### src/rtl/cpu_pkg.sv
// Shared CPU definitions: timing phase indices, timing vector width and
// instruction register field positions.
package cpu_pkg;

  localparam int T_WIDTH = 12;

  localparam int T0  = 0;
  localparam int T1  = 1;
  localparam int T2  = 2;
  localparam int T3  = 3;
  localparam int T4  = 4;
  localparam int T5  = 5;
  localparam int T6  = 6;
  localparam int T7  = 7;
  localparam int T8  = 8;
  localparam int T9  = 9;
  localparam int T10 = 10;
  localparam int T11 = 11;

  // IR field positions (msb, lsb)
  localparam int OPCODE_MSB   = 15;
  localparam int OPCODE_LSB   = 10;
  localparam int DEST_MSB     = 9;
  localparam int DEST_LSB     = 7;
  localparam int SRC1_MSB     = 6;
  localparam int SRC1_LSB     = 4;
  localparam int SRC2_MSB     = 3;
  localparam int SRC2_LSB     = 1;
  localparam int REGSEL_MSB   = 9;
  localparam int REGSEL_LSB   = 8;
  localparam int ADDRESS_MSB  = 7;
  localparam int ADDRESS_LSB  = 0;

  function automatic logic is_fetch_phase(input logic [T_WIDTH-1:0] t);
    return t[T0] | t[T1];
  endfunction

endpackage

### src/rtl/sequence_counter.sv
// One-hot timing phase register. Clear wins over hold, hold wins over
// advance; advancing saturates at the last phase instead of wrapping.
module sequence_counter
  import cpu_pkg::*;
#(
  parameter int WIDTH = cpu_pkg::T_WIDTH
) (
  input  logic             clock,
  input  logic             reset,
  input  logic             advance,
  input  logic             clear,
  input  logic             hold,
  output logic [WIDTH-1:0] t
);

  localparam logic [WIDTH-1:0] FIRST = WIDTH'(1);

  always_ff @(posedge clock or negedge reset) begin
    if (!reset) begin
      t <= FIRST;
    end else if (clear) begin
      t <= FIRST;
    end else if (hold) begin
      t <= t;
    end else if (advance && !t[WIDTH-1]) begin
      t <= t << 1;
    end
  end

endmodule

### src/rtl/fetch_sequencer.sv
// Timing generator and two-byte instruction fetch: fetches low then high
// byte in T0/T1, then steps execute phases until the decoder ends the instruction.
//
// phase     | meaning
// T0        | fetch low byte, wait for Mem_Ack
// T1        | fetch high byte, wait for Mem_Ack
// T2..Tlast | execute, IR valid; Stall holds, T_Reset returns to T0
module fetch_sequencer
  import cpu_pkg::*;
#(
  parameter int T_WIDTH = cpu_pkg::T_WIDTH,
  parameter int TIMEOUT = 15
) (
  input  logic               Clock,
  input  logic               Reset,
  input  logic [15:0]        PC,
  input  logic [7:0]         Mem_Data,
  input  logic               Mem_Ack,
  input  logic               T_Reset,
  input  logic               Stall,
  output logic               Mem_Req,
  output logic [15:0]        Mem_Addr,
  output logic               PC_Inc,
  output logic [T_WIDTH-1:0] T,
  output logic [15:0]        IROut,
  output logic               IR_Valid,
  output logic               Fetch_Err
);

  localparam int CW = $clog2(TIMEOUT + 1);

  logic          fetch;
  logic          execute;
  logic          accept;
  logic          waiting;
  logic          advance;
  logic          clear;
  logic [CW-1:0] wait_count;

  always_comb begin
    fetch    = T[T0] | T[T1];
    execute  = ~fetch;
    // Reset gating keeps the request quiet while the block is held in reset.
    Mem_Req  = fetch & ~Fetch_Err & Reset;
    PC_Inc   = Mem_Req & Mem_Ack;
    accept   = PC_Inc;
    waiting  = Mem_Req & ~Mem_Ack;
    advance  = accept | (execute & ~Stall);
    clear    = execute & T_Reset;
    IR_Valid = execute;
    Mem_Addr = PC;
  end

  sequence_counter #(
    .WIDTH(T_WIDTH)
  ) u_sequence_counter (
    .clock  (Clock),
    .reset  (Reset),
    .advance(advance),
    .clear  (clear),
    .hold   (Fetch_Err),
    .t      (T)
  );

  always_ff @(posedge Clock or negedge Reset) begin
    if (!Reset) begin
      IROut <= 16'h0000;
    end else if (accept) begin
      if (T[T0]) IROut[7:0]  <= Mem_Data;
      else       IROut[15:8] <= Mem_Data;
    end
  end

  always_ff @(posedge Clock or negedge Reset) begin
    if (!Reset) begin
      wait_count <= '0;
      Fetch_Err  <= 1'b0;
    end else if (accept) begin
      wait_count <= '0;
    end else if (waiting) begin
      wait_count <= wait_count + CW'(1);
      if (wait_count == CW'(TIMEOUT - 1)) Fetch_Err <= 1'b1;
    end
  end

endmodule

### config.mk
export PLATFORM = sky130hd
export DESIGN_NAME = fetch_sequencer
export DESIGN_NICKNAME = d
export VERILOG_FILES = /design/src/rtl/cpu_pkg.sv /design/src/rtl/sequence_counter.sv /design/src/rtl/fetch_sequencer.sv
export SDC_FILE = /design/constraint.sdc
export NUM_CORES = 1
export LEC_CHECK = 0
export BUFFER_PORTS_ARGS = -buffer_cell sky130_fd_sc_hd__buf_2
export CAP_MARGIN = 10
export CORE_UTILIZATION = 40
export DETAILED_ROUTE_END_ITERATION = 16
export PLACE_DENSITY = 0.7
export SLEW_MARGIN = 0
export SYNTH_ARGS = -nofsm -noshare
export SYNTH_HDL_FRONTEND = slang
export SYNTH_SLANG_ARGS = --single-unit
### constraint.sdc
create_clock -name Clock -period 1.65 [get_ports Clock]
set_input_delay 0.2475 -clock Clock [delete_from_list [all_inputs] [get_ports Clock]]
set_output_delay 0.2475 -clock Clock [all_outputs]
set_load 0.02 [all_outputs]
==> impl_metrics.toml <==
[clock_tree]
cts_buffers = 5
cts.clk_slew.worst_paths_ns = 0.07
cts.sinks = 33
clk_path_buf_depth = 2
insertion_delay_ns = 0.29
cts_root_buffer = "clkbuf_8"
htreeDepth = 2
cts_tree = "done"

[finish]
fin_area_sq_um = 1970
area_growth_pct = 18.5
drive_gt1_share_pct = 51.1
fin_util_pct = 49.2
fin_cells = 228
fillCellCount = 347
fin_nets = 208
antenna_cells = 0

[worst_setup_path]
start_kind = "register"
rr_worst_depth = 4
crit_path_top_delay_cell = "dfstp_2"
path_cells = "or2_4, nand2_1, inv_1, buf_2"
worstSetupPathType = "register to output pin"
timing.rr.end = "u_sequence_counter.t[5]"
rr_startpoint = "u_sequence_counter.t[0]"
crit_end = "Mem_Req"
worstPathArrival_ns = 1.34
rrSetupSlack_ns = 0.08
cp_data_required_time_ns = 1.40
path_max_fanout = 7
crit_path_start = "u_sequence_counter.t[0]"
end_kind = "output pin"
slowest_delay_ns = 0.55

[sta]
period_share_pct = 96.4
tightest_slew_ns = 0.407
fmax_mhz = 629
finalHoldViolations = 0
period_needed_ns = 1.59
setup_ws_ns = 0.0591
final.setup.tns_ns = 0
slew_headroom_pct = 72.9
final.setup_skew_ns = 0.00817
holdWs_ns = 0.0641
rsz0062_at_grt = "true"
slew_viol_final = 0
finalSetupViolCount = 0

[power]
vdd_drop_max_v = 0.000975
power_density_nw_per_um2 = 2080
p_leak_nw = 0.981
p_total_mw = 4.09

[synth]
yosysTopAreaCellShare_pct = 48.2
yosysWarnings = 0
synth_common_cells = "dfrtp_1 (32), mux2_2 (17), buf_4 (16)"
synth.avg_cell_area_sq_um = 12.0
ys.flop_type = "dfrtp_1"
yosysTopAreaCell = "dfrtp_1"
synth_edf_count = 0
synth_area_leaders = "dfrtp_1 (48%), mux2_2 (12%), buf_4 (7.2%)"
syn_area_sq_um = 1660
synth.ff_latch_count = 33
yosysMostFrequentCell = "dfrtp_1"
synth_nets = 170
yosysSeqAreaShare_pct = 49.8
netlist-cell-type-count = 40
synth_cells = 139
async_flop_share_pct = 100

[floorplanning]
start_util_pct = 41.5
rows = 23
die_w_um = 66.5
dieHeight_um = 66.5
pin_count = 77
design.die.area_sq_um = 4420
core_area_sq_um = 4000

[run]
cap_violations = 0

[routing]
vias = 1212
drc_errors = 0
drt_iter0_drc = 38
antenna_left = 0
drt_wl_total_mm = 3.80
drt_pass1_iterations = 4
viasPerCell = 5.32
wl_per_cell_um = 16.7

[global_routing]
grt_start_max_net_pins = 29
grt-ovfl-total = 0
grt_antenna_before_repair = 0
grt_pass1_wl_mm = 5.96
grt_usage_pct = 18.6
grt_pass1_vias = 1215

[place]
place_area_sq_um = 1830
gp_congestion = 0.805
io_buffers = 44
post-place-ws_ns = 0.0658
hpwlAfterDp_mm = 2.65
numPlacedInstances = 217

[outcome]
status = "completed"

[hold_path]
hp-class = "input port to async pin"
==> cell usage in the layout, fill, tap and decap left out, drive strengths merged, types with 4 or more instances in the layout <==
master / count
mux2i: 4
dfrtp: 32
clkbuf: 7
buf: 52
o21ai: 4
o221a: 4
inv: 5
o31a: 4
mux2: 17
nand2: 11
==> how the worst min path moves through the flow <==
stage | from | depth (start not counted) | slack [ns] | endpoint
after detailed placement | Reset | 2 | 0.26 | Fetch_Err
after floorplan | Reset | 0 | -0.05 | Fetch_Err
after global routing | Reset | 2 | 0.08 | u_sequence_counter.t[1]
after CTS | Reset | 2 | 0.07 | u_sequence_counter.t[1]
final | Reset | 2 | 0.06 | wait_count[1]
after global placement | Reset | 2 | 0.26 | wait_count[0]
==> metal layers <==
layer / global-route usage [%] / part of all wire [%] / vias to the layer above
li1: - / - / 556
met1: 21.2 / 41 / 597
met2: 31.1 / 51 / 51
met3: 6.51 / 6.3 / 8
met4: 8.51 / 1.9 / 0
met5: 0 / 0 / -
==> state kept, by name (all words and copies together) (netlist names) <==
| register | cells |
|---|---|
| Fetch_Err | 1 |
| IROut | 16 |
| u_sequence_counter.t | 12 |
| wait_count | 4 |
==> layout make-up <==
| type | instances | area (sq um) | area share [%] |
|---|---|---|---|
| inverter | 5 | 18.8 | 0.953 |
| clock buffer | 7 | 96.3 | 4.89 |
| tap | 50 | 62.6 | 3.18 |
| clock inverter | 1 | 5.00 | 0.254 |
| timing repair buffer | 53 | 290 | 14.7 |
| sequential | 33 | 828 | 42.1 |
| multi-input combinational | 79 | 668 | 33.9 |
==> timing repair <==
action,in CTS,in global routing
cloned,0,0
pin swaps,0,2
setup buffers,0,2
hold endpoints to repair,6,0
resized for setup,1,3
endpoints found under the setup margin,3,8
hold buffers,1,0
==> where the power goes <==
group | leakage, nW | switching (mW) | internal [mW] | total (mW)
Combinational | 0.519 | 1.12 | 0.838 | 1.96
Clock | 0.0542 | 0.296 | 0.377 | 0.672
Sequential | 0.408 | 0.271 | 1.19 | 1.46
Total | 0.981 | 1.69 | 2.41 | 4.09
==> worst max-delay path: cells and delay by family, from the launching register on <==
kind | cells | cell delay, ns
and+or+nand+nor | 2 | 0.28
DFF | 1 | 0.55
buffers and inverters | 2 | 0.22
==> kinds of logic after synthesis <==
family | share of synthesized area, %
AOI/OAI and AO/OA | 12.7
DFF | 49.8
muxes | 13.9
and+or+nand+nor | 11.5
buffers and inverters | 10.5
adders and majority gates | 1.51
Note: power is estimated with default switching activity, not from simulation.
